--- src/rtl/bp_cce_pkg.sv ---
// Shared CCE types: stall-unit FSM states and cause-vector layout.
// Offsets are functions of the queue/FU counts so every user agrees.
package bp_cce_pkg;

  typedef enum logic [1:0] {
    e_stall_run   = 2'd0,
    e_stall_stall = 2'd1,
    e_stall_hung  = 2'd2
  } bp_cce_stall_state_e;

  // Cause vector, LSB first:
  // src queues | dst queues | wfq | fu hazards | dir busy
  function automatic int stall_src_off();
    return 0;
  endfunction

  function automatic int stall_dst_off(int n_src);
    return n_src;
  endfunction

  function automatic int stall_wfq_off(int n_src, int n_dst);
    return n_src + n_dst;
  endfunction

  function automatic int stall_fu_off(int n_src, int n_dst);
    return n_src + n_dst + 1;
  endfunction

  function automatic int stall_dir_off(int n_src, int n_dst, int n_fu);
    return n_src + n_dst + n_fu + 1;
  endfunction

  function automatic int stall_cause_w(int n_src, int n_dst, int n_fu);
    return n_src + n_dst + n_fu + 2;
  endfunction

endpackage

--- src/rtl/bp_cce_stall_watchdog.sv ---
// Stall episode tracker: consecutive-stall counter, RUN/STALL/HUNG FSM
// and first-cause latch. Ports: stall_i/cause_code_i in, cause/timeout out.
module bp_cce_stall_watchdog
  import bp_cce_pkg::*;
#(
  parameter int timeout_p = 1024,
  parameter int code_w_p  = 4
) (
  input  logic                clk_i,
  input  logic                reset_n_i,
  input  logic                stall_i,
  input  logic [code_w_p-1:0] cause_code_i,
  input  logic                clr_timeout_i,
  output logic                stall_cause_v_o,
  output logic [code_w_p-1:0] stall_cause_o,
  output logic                timeout_o
);

  localparam int consec_w_lp = $clog2(timeout_p);
  localparam logic [consec_w_lp-1:0] last_lp =
    consec_w_lp'(timeout_p - 1);

  bp_cce_stall_state_e state_r, state_n;
  logic [consec_w_lp-1:0] consec_r, consec_n;
  logic [code_w_p-1:0] cause_r, cause_n;

  always_ff @(posedge clk_i or negedge reset_n_i) begin
    if (!reset_n_i) begin
      state_r  <= e_stall_run;
      consec_r <= '0;
      cause_r  <= '0;
    end else begin
      state_r  <= state_n;
      consec_r <= consec_n;
      cause_r  <= cause_n;
    end
  end

  always_comb begin
    state_n  = state_r;
    cause_n  = cause_r;
    consec_n = stall_i ? consec_r + 1'b1 : '0;
    unique case (state_r)
      e_stall_run: begin
        if (stall_i) begin
          state_n = e_stall_stall;
          cause_n = cause_code_i;
        end
      end
      e_stall_stall: begin
        if (!stall_i)
          state_n = e_stall_run;
        else if (consec_r == last_lp)
          state_n = e_stall_hung;
      end
      e_stall_hung: begin
        // Ack wins over a live stall; the next cycle opens a new episode.
        if (clr_timeout_i) begin
          state_n  = e_stall_run;
          consec_n = '0;
        end
      end
      default: state_n = e_stall_run;
    endcase
  end

  assign stall_cause_v_o = (state_r != e_stall_run);
  assign stall_cause_o   = cause_r;
  assign timeout_o       = (state_r == e_stall_hung);

endmodule

--- src/rtl/bp_cce_stall_unit.sv ---
// CCE stall detection: cause vector, priority-encoded cause, saturating
// stall counter, plus episode watchdog. stall_o is combinational.
module bp_cce_stall_unit
  import bp_cce_pkg::*;
#(
  parameter int num_src_q_p = 4,
  parameter int num_dst_q_p = 2,
  parameter int num_fu_p    = 3,
  parameter int cnt_width_p = 16,
  parameter int timeout_p   = 1024,
  localparam int cause_w_lp =
    stall_cause_w(num_src_q_p, num_dst_q_p, num_fu_p),
  localparam int cause_code_w_lp = $clog2(cause_w_lp)
) (
  input  logic                       clk_i,
  input  logic                       reset_n_i,
  input  logic [num_src_q_p-1:0]     src_yumi_req_i,
  input  logic [num_src_q_p-1:0]     src_v_i,
  input  logic [num_dst_q_p-1:0]     dst_v_req_i,
  input  logic [num_dst_q_p-1:0]     dst_ready_i,
  input  logic                       wfq_v_i,
  input  logic [num_src_q_p-1:0]     wfq_mask_i,
  input  logic [num_fu_p-1:0]        fu_use_i,
  input  logic [num_fu_p-1:0]        fu_busy_i,
  input  logic                       dir_busy_i,
  input  logic                       clr_stall_cnt_i,
  input  logic                       clr_timeout_i,
  output logic                       stall_o,
  output logic [cnt_width_p-1:0]     stall_count_o,
  output logic                       stall_cause_v_o,
  output logic [cause_code_w_lp-1:0] stall_cause_o,
  output logic                       timeout_o
);

  localparam int src_off_lp = stall_src_off();
  localparam int dst_off_lp = stall_dst_off(num_src_q_p);
  localparam int wfq_off_lp = stall_wfq_off(num_src_q_p, num_dst_q_p);
  localparam int fu_off_lp  = stall_fu_off(num_src_q_p, num_dst_q_p);
  localparam int dir_off_lp =
    stall_dir_off(num_src_q_p, num_dst_q_p, num_fu_p);
  localparam logic [cnt_width_p-1:0] cnt_max_lp = '1;

  logic [cause_w_lp-1:0] cause;
  logic [cause_code_w_lp-1:0] cause_code;

  // Each status bit only matters when its request bit is set.
  assign cause[src_off_lp +: num_src_q_p] = src_yumi_req_i & ~src_v_i;
  assign cause[dst_off_lp +: num_dst_q_p] = dst_v_req_i & ~dst_ready_i;
  assign cause[wfq_off_lp] = wfq_v_i & ~|(wfq_mask_i & src_v_i);
  assign cause[fu_off_lp +: num_fu_p] = fu_use_i & fu_busy_i;
  assign cause[dir_off_lp] = dir_busy_i;

  assign stall_o = |cause;

  // Lowest set index wins: scan downward so the last hit is the lowest.
  always_comb begin
    cause_code = '0;
    for (int i = cause_w_lp - 1; i >= 0; i--) begin
      if (cause[i])
        cause_code = cause_code_w_lp'(i);
    end
  end

  always_ff @(posedge clk_i or negedge reset_n_i) begin
    if (!reset_n_i)
      stall_count_o <= '0;
    else if (clr_stall_cnt_i)
      stall_count_o <= '0;
    else if (stall_o && (stall_count_o != cnt_max_lp))
      stall_count_o <= stall_count_o + 1'b1;
  end

  bp_cce_stall_watchdog #(
    .timeout_p (timeout_p),
    .code_w_p  (cause_code_w_lp)
  ) u_watchdog (
    .clk_i           (clk_i),
    .reset_n_i       (reset_n_i),
    .stall_i         (stall_o),
    .cause_code_i    (cause_code),
    .clr_timeout_i   (clr_timeout_i),
    .stall_cause_v_o (stall_cause_v_o),
    .stall_cause_o   (stall_cause_o),
    .timeout_o       (timeout_o)
  );

endmodule

--- config.mk ---
export PLATFORM = sky130hd
export DESIGN_NAME = bp_cce_stall_unit
export DESIGN_NICKNAME = d
export VERILOG_FILES = /design/src/rtl/bp_cce_pkg.sv /design/src/rtl/bp_cce_stall_watchdog.sv /design/src/rtl/bp_cce_stall_unit.sv
export SDC_FILE = /design/constraint.sdc
export NUM_CORES = 1
export LEC_CHECK = 0
export BUFFER_PORTS_ARGS = -buffer_cell sky130_fd_sc_hd__buf_4
export CORE_AREA = 2 2 81 83
export CTS_BUF_LIST = sky130_fd_sc_hd__clkbuf_8
export DETAILED_ROUTE_END_ITERATION = 8
export DIE_AREA = 0 0 83 85
export PLACE_DENSITY_LB_ADDON = 0.05
export RECOVER_POWER = 100
export SLEW_MARGIN = 10
export SYNTH_ARGS = -nofsm -noshare
export SYNTH_HDL_FRONTEND = slang
export SYNTH_SLANG_ARGS = --single-unit
--- constraint.sdc ---
create_clock -name clk_i -period 2.3 [get_ports clk_i]
set_clock_uncertainty 0.1 [all_clocks]
set_input_delay 0.46 -clock clk_i [delete_from_list [all_inputs] [get_ports clk_i]]
set_output_delay 0.46 -clock clk_i [all_outputs]
set_load 0.02 [all_outputs]
==> flow_results.org, run 1 <==
** STA
- At the pin with the least slew margin, the transition time is ~1.7 ns.
- Aggregate negative setup slack :: 0 ns
- Slew HR :: -0.156
- Top achievable clock speed :: 0.450 GHz
- Final hold slack :: 0.353 ns
- Final hold vios :: 0
- Final number of max-transition violations :: 33
- Minimum period implied by the final worst setup slack :: about 2.2 ns
- Setup violations remaining at the end of the flow were counted as 0.
- Dividing the final minimum period by the clock period gives 0.965.

** Global routing
- Largest net degree at the start of global routing :: 33
- Across every metal layer, demand over resource in global routing totals 0.137.
- Number of antenna violations at the first check in global routing :: 0
- Final global-route overflow total :: 0
- The first global-routing pass estimated 7940 um of wire.
- The via count of the first global-routing pass is 1686.

** Cells and area
- At the end of the flow the core is filled with cells to 0.386.
- After filler insertion, the fill cell instance count of the layout stands at between 600 and 700.
- Commonest non-fill, non-tap cell in the layout :: buf_4
- Top library cells by usage in the layout, fill and taps aside :: buf_4 (40), dfrtp_1 (32), clkbuf_1 (24)
- 0 antenna diodes ended up in the layout.
- Footprint of the multi-input gates :: about 960 um^2
- The net count of the finished layout is between 300 and 400.
- Summing all flip-flop and latch instances after layout gives about 800 um^2.
- In the final layout, the share of cells above drive strength 1 is 0.214.
- Compared with the post-synthesis result, the final layout area differs by 32.7%.

** Placed design
- In this run the tool buffered the top-level ports with 50 buffer cells.
- Total half-perimeter wirelength after legalization and detailed placement :: 3550 um
- Routability congestion estimate :: 0.800

** Routing
- The detail route stage leaves a number of antenna-violating nets equal to 0.
- The first detailed-routing pass took 4 iterations.
- Number of vias per cell after detailed routing :: around 4.9
- Vias :: 1702
- Routed wire per std cell :: 13.6 um
- For this run, design rule violations remaining after detail routing come to 0.
- The final layout contains routed wiring with a total length of 4740 um.
- The detailed router finished its first iteration with around 120 violations.

** Clock tree
- Number of buffers added to fix hold violations after cts :: 0
- TritonCTS built the clock tree.
- Clock latency on the worst-skew pair, taken at its later pin, is 0.28 ns.
- Num CTS Buffers :: 5
- The root buffer cell chosen for the clock tree is clkbuf_8.
- Clock edge transition at the registers on the reported setup and hold paths :: 0.06 ns
- H-tree Lvls :: 2
- In this run the deepest clock path goes through 2 buffers.
- CTS Sinks :: 32

** Critical path
- Traced cell by cell, the critical path runs through buf_4, a222oi_1, a31oi_1, nor4bb_4, buf_4, inv_2, buf_6.
- Data arrives at the worst endpoint at 1.66 ns.
- Kind of critical path :: in2out
- Endpoint required time on the critical path :: 1.74 ns
- Gate family responsible for the most delay along the worst path :: compound AO/OA/AOI/OAI gates
- The worst setup path is captured at an output port.
- Critical path's most frequent cell :: buf_4
- Setup crit start kind :: input port
- Along the worst path, the maximum fanout reaches 3.
- The critical path contains buffers and inverters numbering 4 combined.
- Slowest-stage cell, CP :: a222oi_1
- On the worst path, the slowest cell contributes a delay of roughly 0.4 ns.

** Yosys
- Avg Cell Area, Syn :: 8.81 um^2
- Nets in the synthesized netlist :: 235
- Counting every instance in the synthesized netlist gives just over 200.
- Mapped Area :: 1810 um^2
- After synthesis the netlist holds a flip-flop and latch count of 32.
- Yosys printed 0 warnings.
- Unique masters post-synth :: 36
- Sequential area share after synthesis :: 0.443

** Die
- Area of the die :: 7060 um^2
- Top-level port count :: just over 50
- Placeable core area :: 6200 um^2
- In this run the vertical extent of the chip is 85 um.
- Horiz. Die Dim :: 83 um
- The initial utilization of the core area, before any placement, comes to 0.291.
- Num rows :: 29

** Power and ir drop
- Across the VDD grid, the largest voltage drop is 0.342 mV.
- Power spread over the standard cell area amounts to 620 nW/um^2.
- Portion of total power attributed to combinational logic :: 0.230
- Reported net switching power :: 0.468 mW
- Of the total power, the share spent switching nets is 0.315.
- Sequential group share of total power :: 0.499
- Relative contribution of the clock network to total power :: 0.271
- Total power draw :: 1.49 mW
- Internal Power :: 1.02 mW
- Leakage power :: 1.02 nW

** Job
- Count of max-cap constraint violations :: 1

** Status
- Outcome :: complete, but fails checks
- The checks that failed: capacitance limit, slew limit.

** Worst hold path
- The tightest min-delay check is of the reg2reg type.
## power by group through the flow
stage / logic (mW) / clock network [mW] / registers (mW)
after CTS: 0.371 / 0.423 / 0.743
final: 0.341 / 0.403 / 0.742
after global routing: 0.391 / 0.445 / 0.757
after detailed placement: 0.372 / 0 / 0.751
after global placement: 0.369 / 0 / 0.755
after floorplan: 0.187 / 0 / 0.769
## cells in the mapped netlist
| master | count | area, um^2 |
|---|---|---|
| dfrtp_1 | 32 | 801 |
| nor2_1 | 21 | 78.8 |
| nand2_1 | 19 | 71.3 |
| a21oi_1 | 18 | 90.1 |
| nand3_1 | 11 | 55.1 |
| o31ai_1 | 11 | 82.6 |
| or4_1 | 9 | 67.6 |
| o21ai_0 | 8 | 40.0 |
| nand4_1 | 7 | 43.8 |
| inv_1 | 6 | 22.5 |
| nand2b_1 | 6 | 37.5 |
| nor2b_1 | 5 | 31.3 |
| nor3_1 | 5 | 25.0 |
| or3_1 | 5 | 31.3 |
| xor2_1 | 5 | 43.8 |
| and3_1 | 4 | 25.0 |
| buf_2 | 3 | 15.0 |
| clkbuf_1 | 3 | 11.3 |
| mux2_2 | 3 | 33.8 |
| xnor2_1 | 3 | 26.3 |
| a31oi_1 | 2 | 12.5 |
| a32o_1 | 2 | 20.0 |
| buf_1 | 2 | 7.51 |
| ha_1 | 2 | 25.0 |
| nor4_1 | 2 | 12.5 |
| a21o_1 | 1 | 7.51 |
| a222oi_1 | 1 | 10.0 |
| a311o_1 | 1 | 10.0 |
| and2_0 | 1 | 6.26 |
| and2b_1 | 1 | 7.51 |
| and4_1 | 1 | 8.76 |
| buf_6 | 1 | 11.3 |
| nand3b_1 | 1 | 7.51 |
| nor4bb_1 | 1 | 10.0 |
| o2bb2ai_1 | 1 | 8.76 |
| or3b_2 | 1 | 8.76 |
## registers in the layout (all words and copies together) (netlist names)
signal,count
u_watchdog.stall_cause_o,4
u_watchdog.state_r,2
u_watchdog.consec_r,10
stall_count_o,16
## per-layer routing
layer | wire [um] | vias up | track usage
met1 | 2180 | 804 | 0.178
met2 | 2380 | 19 | 0.232
met4 | 33 | 0 | 0.0313
met5 | 0 | - | 0
li1 | - | 874 | -
met3 | 151 | 5 | 0.0350
## worst register-to-register path: cells and delay by family, from the launching register on
kind                       cells  cell delay, ns
adders and majority gates      1            0.25
DFF                            1            0.41
AOI/OAI and AO/OA              1            0.15
and+or+nand+nor                3            1.11
## final cells by class
type / instances / share of cell area
clock inverters: 2 / 0.00365
multi-input cells: 158 / 0.402
well taps: 77 / 0.0402
inverters: 6 / 0.00939
repair buffers: 68 / 0.182
clock buffers: 5 / 0.0287
flip-flops and latches: 32 / 0.334
## path summary, 6_finish.rpt
check	to	cells after the start	slack, ns	from
worst min-delay path	u_watchdog.state_r[0]	1	0.35	u_watchdog.state_r[1]
worst max-delay path	stall_o	7	0.08	src_v_i[0]
max in group asynchronous	stall_count_o[9]	1	0.57	reset_n_i
worst max register to register	stall_count_o[10]	5	0.21	stall_count_o[0]
worst min register to register	u_watchdog.state_r[0]	1	0.35	u_watchdog.state_r[1]
min in group asynchronous	stall_count_o[13]	1	0.53	reset_n_i
## kinds of logic after synthesis
kind of cell             after synthesis  synth area share
buffers and inverters                 15            0.0374
multiplexers                           3            0.0187
adder cells (fa/ha/maj)                2            0.0138
AO/OA/AOI/OAI                         45             0.156
AND/OR/NAND/NOR                      100             0.292
XOR/XNOR                               8            0.0388
flip-flops                            32             0.443
## stage by stage
stage | setup slack [ns] | std cells | area [um^2]
floorplan | 0.0834 | 205 | 1810
global placement | -0.0118 | 340 | 2380
detailed placement | -0.0938 | 340 | 2380
CTS | 0.0254 | 347 | 2460
global route | -0.00610 | 348 | 2400
finish | 0.0798 | 348 | 2400
## timing repair
| item | CTS | global route |
|---|---|---|
| buffers inserted | 0 | 1 |
| endpoints found under the setup margin | 0 | 1 |
| resized for setup | 0 | 3 |
(Power assumes the default switching activity.)
==> inputs of run 2 (changes only) <==
--- a/config.mk
+++ b/config.mk
@@ -6,12 +6,11 @@
 export NUM_CORES = 1
 export LEC_CHECK = 0
 export BUFFER_PORTS_ARGS = -buffer_cell sky130_fd_sc_hd__buf_4
-export CORE_AREA = 2 2 81 83
+export CORE_AREA = 4 4 83 85
 export CTS_BUF_LIST = sky130_fd_sc_hd__clkbuf_8
 export DETAILED_ROUTE_END_ITERATION = 8
-export DIE_AREA = 0 0 83 85
+export DIE_AREA = 0 0 87 89
 export PLACE_DENSITY_LB_ADDON = 0.05
-export RECOVER_POWER = 100
 export SLEW_MARGIN = 10
 export SYNTH_ARGS = -nofsm -noshare
 export SYNTH_HDL_FRONTEND = slang
==> flow_results.org, run 2 (synthesis gave the netlist of run 1 again) <==
** Job
- Count of max-cap constraint violations :: 0

** Die
- Floorplan die height :: 89 um
- The floorplan step defined a die boundary enclosing 7740 um^2.
- For this design the top-level I/O count stands at 51.
- Num rows :: 29
- The core region is 6200 um^2.
- Initial standard-cell utilization of the core :: 0.291
- Horiz. Die Dim :: 87 um

** Routing
- Vias :: 1730
- Routed wire per std cell :: 14.1 um
- Dividing the detail-routed via count by the number of cells gives 4.96.
- For this block, the routed nets add up to approximately 5000 um of wire.
- Count of TritonRoute iterations in the first routing pass :: 4
- The detail route stage leaves a number of antenna-violating nets equal to 0.
- In this run, the number of DRC markers left after iteration 0 of detailed routing was 82.
- Number of remaining DRC errors :: 0

** Critical path
- The slowest stage of the critical path is the or4_1 cell.
- Setup crit start kind :: input port
- Walking the worst path, the cells encountered are buf_6, a222oi_1, a31oi_1, nor4bb_4, buf_4, buf_4, or4_1, a21oi_2.
- Data on the critical path arrives at its endpoint at 2.29 ns.
- Kind of critical path :: in2reg
- Endpoint required time on the critical path :: around 2.4 ns
- Critical path's most frequent cell :: buf_4
- The worst setup path is captured at a flop.
- In this run the worst path has a maximum fanout of 14.
- Depth of the most critical reg-to-reg path :: 5
- Delay of the slowest critical-path stage :: ~0.53 ns

** Power and ir drop
- Max VDD drop :: 0.451 mV
- In this run the static leakage power is around 1.1 nW.
- For this design the ratio of total power to cell area is 651 nW/um^2.
- The design draws 1.64 mW.

** STA
- Top achievable clock speed :: 0.460 GHz
- Setup slack on the critical path of the routed design comes to 0.128 ns.
- Measured against its own limit, the worst slew margin works out to 0.713.
- The number of endpoints with negative hold slack in the final report was 0.
- Final hold slack :: between 0.01 and 0.015 ns
- Summed over all failing endpoints, the final setup total negative slack is 0 ns.
- Dividing the final minimum period by the clock period gives 0.944.
- Setup violations remaining at the end of the flow were counted as 0.
- Transition time at the pin with the least slew margin :: 0.430 ns
- Setup repair after global routing left no endpoint under its margin.
- Final number of max-transition violations :: 0
- Minimum period implied by the final worst setup slack :: 2.17 ns

** Cells and area
- 0 antenna diodes ended up in the layout.
- Counting flops per register, the top entry is stall_count_o.
- The register with the most flip-flops in the layout has 16 of them.
- The top cell types in the final layout, fill and taps aside, are buf_4 (66), dfrtp_1 (32), nor2_1 (21).
- Commonest non-fill, non-tap cell in the layout :: buf_4
- The area growth from synthesis to layout is 39.8%.
- In the final layout, the share of cells above drive strength 1 is 0.320.
- Final nets :: about 300

** Global routing
- Met3 demand-to-capacity share in global routing :: 0.0323
- The initial antenna violation count came to 0.
- Entering global routing, the biggest net connects 33 pins.
- Across every metal layer, demand over resource in global routing totals 0.132.
- The first global-routing pass estimated 8040 um of wire.
- In this run the most used layer during global routing was met2.
- For this run, global-route usage on met1 was measured as 0.173.
- For this run, global-route usage on met2 was measured as 0.213.
- The via count of the first global-routing pass was 1616.
- The total overflow left after global routing is 0.

** Clock tree
- The H-tree generated during clock tree synthesis spans 2 levels.
- Source-to-sink clock delay at the later pin of the worst-skew pair :: approximately 0.28 ns
- TritonCTS built the clock tree.
- CTS saw 32 sinks.
- Num CTS Buffers :: 5
- Maximum root-to-sink buffer count :: 2
- Clock edge transition at the registers on the reported setup and hold paths :: 0.07 ns
- The tree is rooted in a clkbuf_8.

** Placed design
- Prior to clock tree synthesis, the placed netlist has a worst setup slack of -0.0765 ns.
- # port buffers :: 50
- At the end of routability-driven placement, the weighted congestion stood at 0.739.
- Total half-perimeter wirelength after legalization and detailed placement :: between 3000 and 4000 um

** Status
- Outcome :: completed

** Worst hold path
- HP Class :: in2async
==> run 2: worst paths after layout <==
path | start | endpoint | slack [ns]
setup / recovery | src_v_i[0] | stall_count_o[8] | 0.13
hold / removal | reset_n_i | stall_count_o[14] | 0.01
setup reg to reg | stall_count_o[0] | stall_count_o[10] | 0.22
hold reg to reg | u_watchdog.state_r[1] | u_watchdog.state_r[0] | 0.36
max in group asynchronous | reset_n_i | stall_count_o[5] | 1.78
min in group clk_i | u_watchdog.state_r[1] | u_watchdog.state_r[0] | 0.36
==> run 2: stage by stage <==
step / area [um^2] / std cells / utilization
2_1_floorplan: 1810 / 205 / -
3_3_place_gp: 2380 / 340 / 0.384
3_5_place_dp: 2380 / 340 / 0.384
4_1_cts: 2490 / 348 / 0.401
5_1_grt: 2530 / 349 / 0.407
6_report: 2530 / 349 / 0.407
==> run 2: what timing repair did <==
item / CTS / global route
endpoints found under the hold margin: 0 / 0
hold buffers: 0 / 0
setup endpoints to repair: 0 / 1
setup buffers: 0 / 1
resized for setup: 0 / 9
==> run 2: layout make-up <==
| class | instances | area [um^2] |
|---|---|---|
| fill | 651 | 3680 |
| multi-input combinational | 158 | 978 |
| sequential | 32 | 801 |
| timing repair buffer | 68 | 518 |
| tap | 77 | 96.3 |
| clock buffer | 5 | 68.8 |
| clock inverter | 3 | 38.8 |
| inverter | 6 | 25.0 |
==> run 2: routing by layer <==
layer	vias to the layer above	wire length (um)
li1	880	-
met1	821	2230
met2	20	2460
met3	9	164
met4	0	59
met5	-	0
==> run 2: power by group <==
| group | internal, mW | switching [mW] |
|---|---|---|
| Sequential | 0.657 | 0.0877 |
| Clock | 0.317 | 0.217 |
| Combinational | 0.184 | 0.182 |
| Total | 1.16 | 0.487 |
==> run 2: worst max-delay path, delay by kind of cell <==
family / cells / cell delay (ns)
compound gates: 3 / 0.71
buf+inv: 3 / 0.41
simple gates: 2 / 0.72
==> inputs of run 3 (changes only) <==
==> constraint.sdc (replaced) <==
create_clock -name clk_i -period 2.3 [get_ports clk_i]
set_clock_uncertainty 0.1 [all_clocks]
set_input_delay 0.115 -clock clk_i [delete_from_list [all_inputs] [get_ports clk_i]]
set_output_delay 0.115 -clock clk_i [all_outputs]
set_load 0.02 [all_outputs]
==> flow_results.org, run 3 (synthesis gave the netlist of run 1 again) <==
** STA
- Setup repair after global routing left no endpoint under its margin.
- Slew HR :: 0.709
- Post-route clock period utilization :: 0.908
- The clock period could shrink to 2.09 ns.
- Setup violations remaining at the end of the flow were counted as 0.
- The number of endpoints with negative hold slack in the final report was 0.
- After routing, the total negative slack on setup checks comes to 0 ns.
- Top achievable clock speed :: 0.479 GHz
- Transition time at the pin with the least slew margin :: around 0.43 ns
- The number of max-slew violations in the final report was 0.

** Global routing
- Number of antenna violations at the first check in global routing :: 0
- The via count of the first global-routing pass came to between 1500 and 2000.
- The first global-routing pass estimated 8290 um of wire.
- For this run, the total global-route usage over all layers was measured as 0.136.
- Summed over all layers, the global routing overflow is 0.
- Largest net degree at the start of global routing :: 36

** Power and ir drop
- The share of total power dissipated in the clock network is 0.261.
- Internal Power :: 1.02 mW
- Of the total power, the share spent switching nets is 0.310.
- The analysis attributes to cell leakage a power of 1.05 nW.
- Of the total power, registers draw 0.501.
- Reported net switching power :: 0.459 mW
- Across the VDD grid, the largest voltage drop is 0.297 mV.
- Portion of total power attributed to combinational logic :: 0.238
- Cell Pwr Density :: 622 nW/um^2

** Placed design
- The placed instances occupy a cell area of 2300 um^2.
- Total half-perimeter wirelength after legalization and detailed placement :: approximately 3500 um
- At the end of routability-driven placement, the weighted congestion stood at 0.765.
- Number of placed cells counting well taps :: 328
- # port buffers :: 50

** Cells and area
- Final core utilization :: 0.384
- The register with the most flip-flops in the layout has 16 of them.
- Sequential Area :: 801 um^2
- Ranked by flip-flop count, first place goes to stall_count_o.
- Footprint of the multi-input gates :: between 900 and 1000 um^2
- Fraction of layout cells with a size suffix above 1 :: 0.257
- Finished Layout Cells :: 334
- Compared with the post-synthesis result, the final layout area differs by 31.9%.
- Antenna Cells :: 0
- Commonest non-fill, non-tap cell in the layout :: buf_4
- Top library cells by usage in the layout, fill and taps aside :: buf_4 (54), dfrtp_1 (32), nor2_1 (21)
- Final nets :: 289
- After routing the design area is 2380 um^2.
- The layout has 637 filler cells.

** Critical path
- Kind of critical path :: reg2reg
- The setup check on the worst reg-to-reg path leaves a slack of approximately 0.21 ns.
- For the worst setup path, the data required time is 2.41 ns.
- In this run the worst path has a maximum fanout of 10.
- Endpoint kind of the worst setup timing path :: flop
- Counting cells, the worst reg-to-reg path comes to 5.
- Arrival time reported for the critical path endpoint :: 2.20 ns
- The worst setup path is launched from a flop.
- RR Endpoint :: stall_count_o[14]
- RR Startpoint :: stall_count_o[0]
- In this run the worst setup path begins at stall_count_o[0].

** Routing
- After the first detailed-routing iteration, the DRC count stood at 70.
- Number of remaining DRC errors :: 0
- After detailed routing, the number of vias per cell comes to 4.99.
- The first detailed-routing pass took 6 iterations.
- After detailed routing, the total wire length is 4880 um.
- Vias :: 1666
- After detailed routing, the average wire length per cell comes to 14.6 um.
- Number of nets with antenna violations after detailed routing :: 0

** Die
- Initial standard-cell utilization of the core :: 0.291
- Num rows :: 29
- Top-level port count :: 51
- The die covers 7740 um^2.
- In this run the horizontal extent of the chip is 87 um.
- Placeable core area :: 6200 um^2
- The die is 89 um tall.

** Worst hold path
- Sink of the worst hold path :: u_watchdog.stall_cause_o[0]
- HP Class :: in2reg
- Worst hold path stage count :: 3
- Start point of the worst min-delay path :: src_yumi_req_i[0]

** Clock tree
- At the later pin of the worst-skew pair, clock insertion delay measures 0.28 ns.
- Clock tree synthesis selected as its root buffer the cell clkbuf_8.
- Num CTS Buffers :: 5
- TritonCTS built the clock tree.
- Post-CTS resize count :: 0
- In this run the number of H-tree levels came out at 2.
- The clock passes through at most 2 buffers.
- Clock tree synthesis found a total of 32 sinks.
- Clock-pin slew was measured on the worst setup and hold paths at 0.07 ns.

** Job
- Across the run, the number of max-cap violations was 0.

** Status
- Outcome :: completed
-- run 3: cell count changes in the layout (fill, tap and decap cells not counted), sizes merged --
cell         delta
buf            -13
bufinv          -1
inv             -1
dlygate4sd3     +1
clkinv          -1
-- run 3: how the worst max path moves through the flow --
stage                        endpoint  slack, ns
floorplan            stall_count_o[9]       0.17
global placement     stall_count_o[5]       0.21
detailed placement   stall_count_o[5]       0.18
CTS                 stall_count_o[14]       0.20
global route        stall_count_o[14]        0.1
finish              stall_count_o[14]       0.21
-- run 3: layout make-up --
class | count | area share
tap | 77 | 0.0404
inverter | 6 | 0.00945
multi-input combinational | 158 | 0.403
clock buffer | 5 | 0.0289
timing repair buffer | 56 | 0.183
sequential | 32 | 0.336
-- run 3: power by group through the flow --
stage / registers, mW / clock network [mW] / logic [mW]
finish: 0.744 / 0.387 / 0.352
global route: 0.757 / 0.432 / 0.396
global placement: 0.754 / 0 / 0.357
detailed placement: 0.752 / 0 / 0.358
floorplan: 0.769 / 0 / 0.187
CTS: 0.745 / 0.412 / 0.360
-- run 3: layer usage --
metal	wire length [um]	GRT usage	up-vias
met5	0	0	-
met4	65	0.0467	0
met3	164	0.0286	8
met2	2320	0.215	25
met1	2320	0.184	782
li1	-	-	851
-- run 3: timing repair --
action                    CTS  global route
setup buffers               0             0
hold endpoints to repair   32             0
hold buffers                1             0
-- run 3: worst max-delay path, cell delays in order, from the launching register on --
cell and delay, ns:
dfrtp_1 0.41, ha_1 0.25, nand3_1 0.09, or3_1 0.51
or4_1 0.52, a21oi_1 0.15
-- run 3: through the flow --
stage                     hold slack (ns)  setup slack, ns  power (mW)
after global placement           -0.00713            0.206        1.11
final                              0.0387            0.212        1.48
after global routing               0.0463           0.0959        1.58
after detailed placement         -0.00608            0.177        1.11
after CTS                          0.0313            0.200        1.52
after floorplan                    -0.281            0.168       0.955
